===== config.mk =====
export PLATFORM = sky130hd
export DESIGN_NAME = uart_rx_mealy
export DESIGN_NICKNAME = d
export VERILOG_FILES = /design/src/rtl/uart_rx_pkg.sv /design/src/rtl/sync_2ff.sv /design/src/rtl/uart_rx_mealy.sv
export SDC_FILE = /design/constraint.sdc
export NUM_CORES = 1
export LEC_CHECK = 0
export CORE_ASPECT_RATIO = 1.2
export CORE_UTILIZATION = 39
export DETAILED_ROUTE_END_ITERATION = 8
export PLACE_DENSITY_LB_ADDON = 0.12
export SKIP_CTS_REPAIR_TIMING = 1
export SYNTH_ARGS = -nofsm -noshare
export SYNTH_HDL_FRONTEND = slang
export SYNTH_SLANG_ARGS = --single-unit
export TNS_END_PERCENT = 10

===== constraint.sdc =====
create_clock -name clk -period 2.4 [get_ports clk]
set_clock_uncertainty 0.2 [all_clocks]
set_input_delay 0.48 -clock clk [delete_from_list [all_inputs] [get_ports clk]]
set_output_delay 0.48 -clock clk [all_outputs]
set_load 0.005 [all_outputs]

===== src/rtl/uart_rx_pkg.sv =====
`default_nettype none
// +----------------------------------------------------------------------------+
// | Module   : uart_rx_pkg                                                     |
// | Purpose  : Shared state encoding, default bit timing and a width helper    |
// |            for the uart_rx_mealy receiver.                                 |
// | Revision : 1.0 - initial release                                           |
// +----------------------------------------------------------------------------+
package uart_rx_pkg;

  // Receiver states on a 3-bit encoding
  typedef enum logic [2:0] {
    IDLE   = 3'd0,
    START  = 3'd1,
    DATA   = 3'd2,
    PARITY = 3'd3,
    STOP   = 3'd4,
    BREAK  = 3'd5
  } rx_state_t;

  localparam int C_DEFAULT_CLKS_PER_BIT = 16;

  // ceil(log2(n)), never below 1 so a counter always has at least one bit
  function automatic int clog2w(input int n);
    return (n <= 2) ? 1 : $clog2(n);
  endfunction

endpackage
`default_nettype wire


===== src/rtl/sync_2ff.sv =====
`default_nettype none
// +----------------------------------------------------------------------------+
// | Module   : sync_2ff                                                        |
// | Purpose  : 1-bit two-flop synchronizer for an asynchronous input.          |
// | Ports    : clk   - system clock                                            |
// |            reset - synchronous active-low reset (flops reset to 1)         |
// |            i_d   - asynchronous input                                      |
// |            o_q   - synchronized output, 2 cycles of latency                |
// | Revision : 1.0 - initial release                                           |
// +----------------------------------------------------------------------------+
module sync_2ff (
  input  logic clk,
  input  logic reset,
  input  logic i_d,
  output logic o_q
);

  logic r_meta;
  logic r_sync;

  // Reset to 1 so an idle-high line does not look like a start bit
  always_ff @(posedge clk) begin
    if (!reset) begin
      r_meta <= 1'b1;
      r_sync <= 1'b1;
    end else begin
      r_meta <= i_d;
      r_sync <= r_meta;
    end
  end

  assign o_q = r_sync;

endmodule
`default_nettype wire


===== src/rtl/uart_rx_mealy.sv =====
`default_nettype none
// +----------------------------------------------------------------------------+
// | Module   : uart_rx_mealy                                                   |
// | Purpose  : 8N1-style UART receiver built as a Mealy FSM with a per-state   |
// |            timer and shift/bit-count feedback registers.                   |
// | Ports    : clk        - system clock                                       |
// |            reset      - synchronous active-low reset                       |
// |            rx         - asynchronous serial line, idles high               |
// |            rx_data    - last good word, held until the next good frame     |
// |            rx_valid   - 1-cycle strobe when rx_data updates                |
// |            busy       - high whenever the FSM is not in IDLE               |
// |            frame_err  - 1-cycle strobe when the stop bit is sampled low    |
// |            parity_err - 1-cycle strobe on even-parity mismatch             |
// | Options  : RX_PARITY_EN - adds an even-parity bit between data and stop;   |
// |            when undefined parity_err is tied to 0.                         |
// | Revision : 1.0 - initial release                                           |
// +----------------------------------------------------------------------------+
module uart_rx_mealy
  import uart_rx_pkg::*;
#(
  parameter int CLKS_PER_BIT = C_DEFAULT_CLKS_PER_BIT,
  parameter int DATA_BITS    = 8
) (
  input  logic                 clk,
  input  logic                 reset,
  input  logic                 rx,
  output logic [DATA_BITS-1:0] rx_data,
  output logic                 rx_valid,
  output logic                 busy,
  output logic                 frame_err,
  output logic                 parity_err
);

  localparam int c_TW = clog2w(CLKS_PER_BIT);
  localparam int c_NW = clog2w(DATA_BITS + 1);
  localparam logic [c_TW-1:0] c_T_HALF = c_TW'(CLKS_PER_BIT/2 - 1);
  localparam logic [c_TW-1:0] c_T_FULL = c_TW'(CLKS_PER_BIT - 1);
  localparam logic [c_NW-1:0] c_N_LAST = c_NW'(DATA_BITS - 1);

  logic                 w_rx_s;

  rx_state_t            r_state, w_state_n;
  logic [c_TW-1:0]      r_t,     w_t_n;
  logic [DATA_BITS-1:0] r_sh,    w_sh_n;
  logic [c_NW-1:0]      r_n,     w_n_n;
  logic [DATA_BITS:0]   w_sh_cat;
  logic [DATA_BITS-1:0] r_rx_data;
  logic                 r_rx_valid, r_frame_err;
  logic                 w_valid, w_ferr, w_load;
`ifdef RX_PARITY_EN
  logic                 r_perr, w_perr_n;
  logic                 r_parity_err, w_perr_pulse;
`endif

  sync_2ff u_sync (
    .clk   (clk),
    .reset (reset),
    .i_d   (rx),
    .o_q   (w_rx_s)
  );

  // New bit enters at the MSB so the first (LSB) bit ends up at bit 0
  assign w_sh_cat = {w_rx_s, r_sh};

  always_comb begin
    w_state_n = r_state;
    w_t_n     = r_t + c_TW'(1);
    w_sh_n    = r_sh;
    w_n_n     = r_n;
    w_valid   = 1'b0;
    w_ferr    = 1'b0;
    w_load    = 1'b0;
`ifdef RX_PARITY_EN
    w_perr_n     = r_perr;
    w_perr_pulse = 1'b0;
`endif
    case (r_state)
      IDLE: begin
        if (!w_rx_s) begin
          w_state_n = START;
`ifdef RX_PARITY_EN
          w_perr_n  = 1'b0;
`endif
        end
      end
      START: begin
        if (r_t == c_T_HALF) begin
          if (!w_rx_s) begin
            w_state_n = DATA;
            w_n_n     = '0;
          end else begin
            w_state_n = IDLE;      // glitch, not a start bit
          end
        end
      end
      DATA: begin
        if (r_t == c_T_FULL) begin
          w_t_n  = '0;
          w_sh_n = w_sh_cat[DATA_BITS:1];
          w_n_n  = r_n + c_NW'(1);
          if (r_n == c_N_LAST) begin
`ifdef RX_PARITY_EN
            w_state_n = PARITY;
`else
            w_state_n = STOP;
`endif
          end
        end
      end
`ifdef RX_PARITY_EN
      PARITY: begin
        if (r_t == c_T_FULL) begin
          if (w_rx_s != (^r_sh)) w_perr_n = 1'b1;
          w_state_n = STOP;
        end
      end
`endif
      STOP: begin
        // Sampled at mid stop bit, so IDLE is reached in time for a
        // start bit that follows immediately
        if (r_t == c_T_FULL) begin
          if (w_rx_s) begin
            w_state_n = IDLE;
`ifdef RX_PARITY_EN
            if (r_perr) begin
              w_perr_pulse = 1'b1;
            end else begin
              w_valid = 1'b1;
              w_load  = 1'b1;
            end
`else
            w_valid = 1'b1;
            w_load  = 1'b1;
`endif
          end else begin
            w_ferr    = 1'b1;
            w_state_n = BREAK;
          end
        end
      end
      BREAK: begin
        if (w_rx_s) w_state_n = IDLE;
      end
      default: w_state_n = IDLE;
    endcase
    if (w_state_n != r_state) w_t_n = '0;
  end

  always_ff @(posedge clk) begin
    if (!reset) begin
      r_state     <= IDLE;
      r_t         <= '0;
      r_sh        <= '0;
      r_n         <= '0;
      r_rx_data   <= '0;
      r_rx_valid  <= 1'b0;
      r_frame_err <= 1'b0;
`ifdef RX_PARITY_EN
      r_perr       <= 1'b0;
      r_parity_err <= 1'b0;
`endif
    end else begin
      r_state     <= w_state_n;
      r_t         <= w_t_n;
      r_sh        <= w_sh_n;
      r_n         <= w_n_n;
      r_rx_valid  <= w_valid;
      r_frame_err <= w_ferr;
      if (w_load) r_rx_data <= r_sh;
`ifdef RX_PARITY_EN
      r_perr       <= w_perr_n;
      r_parity_err <= w_perr_pulse;
`endif
    end
  end

  assign rx_data   = r_rx_data;
  assign rx_valid  = r_rx_valid;
  assign frame_err = r_frame_err;
  assign busy      = (r_state != IDLE);
`ifdef RX_PARITY_EN
  assign parity_err = r_parity_err;
`else
  assign parity_err = 1'b0;
`endif

endmodule
`default_nettype wire

==> metrics.txt <==
1st-iter DRT viols=24; area of the core=3420 µm²; Worst Setup SP=r_state[0]$_SDFF_PN0_; Detailed Routing Iterations Pass 1=8; routed length per instance=13.0 µm; fin area=1700 µm²; Final Cycle Share=95.1%; Syn Nets=158; layout cells sized above 1=11.9%; CP top delay family=buffers and inverters; CTS root buf=clkbuf_8; CTS Buffer Depth=2; Ports=15; Peak VDD IR=0.376 mV; CTS HTree Levels=2; Fillers=345; Clock Latency Late Sink=0.28 ns; M1 WL=1.18 mm; nets@finish=172; crit path launch type=flip-flop; Worst EP arrival=1.60 ns; layout overhead on the synthesized area=17.8%; synthesis warning total=0; CP bufs+invs=2; Rows=23; Fin. Hold Viols=0; critical path's slowest cell=dfxtp_1; grt ovf=0; failing checks=design-rule violations; Netlist cell types=44; Setup crit end kind=primary output; Seq/Total Area, Yosys=43.1%; DIE AREA=3940 µm²; clock slew at reported path FFs=0.06 ns; largest net degree at the start of global routing=14; min cycle time layout=2.28 ns; Port-buffer cells=13; Slew Limit Fails=0; ANT nets after route=0; Leakage=0.568 nW; Routed met3 length=88 µm; Die Ht=68.5 µm; outcome=finished with violations; Critical Path RT=1.72 ns; Post-Synthesis Cells=153; Post-Place Worst Slack=0.425 ns; Crit Path Category=flip-flop to primary output; Top Metal Used=met4; RD Place Congestion=0.785; RSZ-0062 raised after global routing=false; final setup TNS=0 ns; gr usage total=15.8%; die width=57.5 µm; worst path cell trace=inv_1, nand2_1, clkdlybuf4s50_1; Worst Path Max Fanout=11; Worst Setup Slack, final=0.118 ns; ANT cells=0; Initial Utilization=42.0%; worst hold path class=flip-flop to flip-flop; prevailing post-synth register cell=dfxtp_1; worst r2r src=r_t[0]$_SDFF_PP0_; hold path start=u_sync.r_meta$_SDFF_PN1_; Total Power=1.01 mW; Fmax=0.438 GHz; Sink Count=31; EDFF count, synth=0; average cell area after synthesis=9.40 µm²; metal2 WL=1.33 mm; placed inst area=1600 µm²; Async S/R FF share, synth=0%; CTS tree=done; Final setup viols=0; initial antenna violation count=0; P per Cell Area=595 nW/µm²; max incr delay on CP=0.55 ns; Synth Register Bits=31; max-cap check violation count=0; DR vias=1091; CTS Buf Count=5; vias in the first global route=1008; Vias/cell=5.32; first-pass GRT wire length=4.60 mm; Final HPWL DP=1.96 mm; final wirelength=2.66 mm; mapped cell area=1440 µm²; drc violations=2
==> synthesized netlist by cell type, drive strengths merged, types with 2 or more instances <==
cell    instances  area share (%)
clkbuf          2            0.52
o31ai           2             1.4
mux2i           9             6.3
and2            2            0.87
ha              2             1.7
nand2b          3             1.3
xnor2           2             1.2
nand3b          3             1.6
o21ai           5             1.7
a21boi         10             5.2
nor2b           9             3.9
a21oi           2             1.5
nand2          22             5.7
nor3            4             1.4
dfxtp          31              43
nand3           7             3.7
o21a            2             1.0
nor3b           2             1.0
buf             9             3.5
nand4           2            0.87
nor2            7             2.3
==> final timing paths <==
path	to	slack, ns	cells past startpoint
max	busy	0.12	3
min	u_sync.o_q$_SDFF_PN1_	0.21	1
max reg2reg	rx_data[1]$_SDFFE_PN0P_	0.47	6
min reg2reg	u_sync.o_q$_SDFF_PN1_	0.21	1
==> final cells by class <==
class	instances	area, µm²	area share (%)
clock buffers	8	100	5.90
well taps	37	46.3	2.73
multi-input cells	110	757	44.6
inverters	1	3.75	0.221
repair buffers	18	168	9.89
flip-flops and latches	31	621	36.6
==> cell families (layout without fill, tap and decap cells) <==
kind of cell             after synthesis  in the layout  share of synthesized area (%)
AO/OA/AOI/OAI                         26             26                           14.0
XOR/XNOR                               3              3                           1.83
adder cells (fa/ha/maj)                2              2                           1.74
buffers and inverters                 12             27                           4.26
flip-flops                            31             31                           43.1
multiplexers                           9              9                           6.26
other                                  1              1                          0.261
AND/OR/NAND/NOR                       69             69                           28.5
==> metal layers <==
metal,track usage [%],vias up
met5,0,-
met4,9.15,0
met3,5.04,6
met2,27.2,21
met1,17.1,509
li1,-,555
==> where the power goes <==
group          switching [mW]  internal, mW
Sequential            0.00885         0.522
Combinational          0.0192        0.0211
Clock                   0.176         0.261
==> per-stage QoR <==
stage	util (%)	instances	hold WS (ns)
3_5_place_dp	46.6	197	0.198
4_1_cts	49.5	205	0.212
5_1_grt	49.5	205	0.229
3_3_place_gp	46.6	197	0.190
6_report	49.5	205	0.208
2_1_floorplan	-	153	0.186
==> state kept, by name (all words and copies together) (netlist names) <==
register / cells
u_sync.r_meta: 1
rx_valid: 1
r_t: 4
frame_err: 1
rx_data: 8
r_n: 4
u_sync.o_q: 1
r_state: 3
r_sh: 8
==> placed cells by master, fill, tap and decap left out, types with 5 or more instances in the layout <==
cell type / n
dfxtp_1: 31
nand2_1: 22
clkdlybuf4s50_1: 13
mux2i_1: 9
nor2b_1: 9
clkbuf_8: 7
nor2_1: 6
a21boi_1: 6
o21ai_0: 5
nand3_1: 5
buf_4: 5
(Power assumes the default switching activity.)
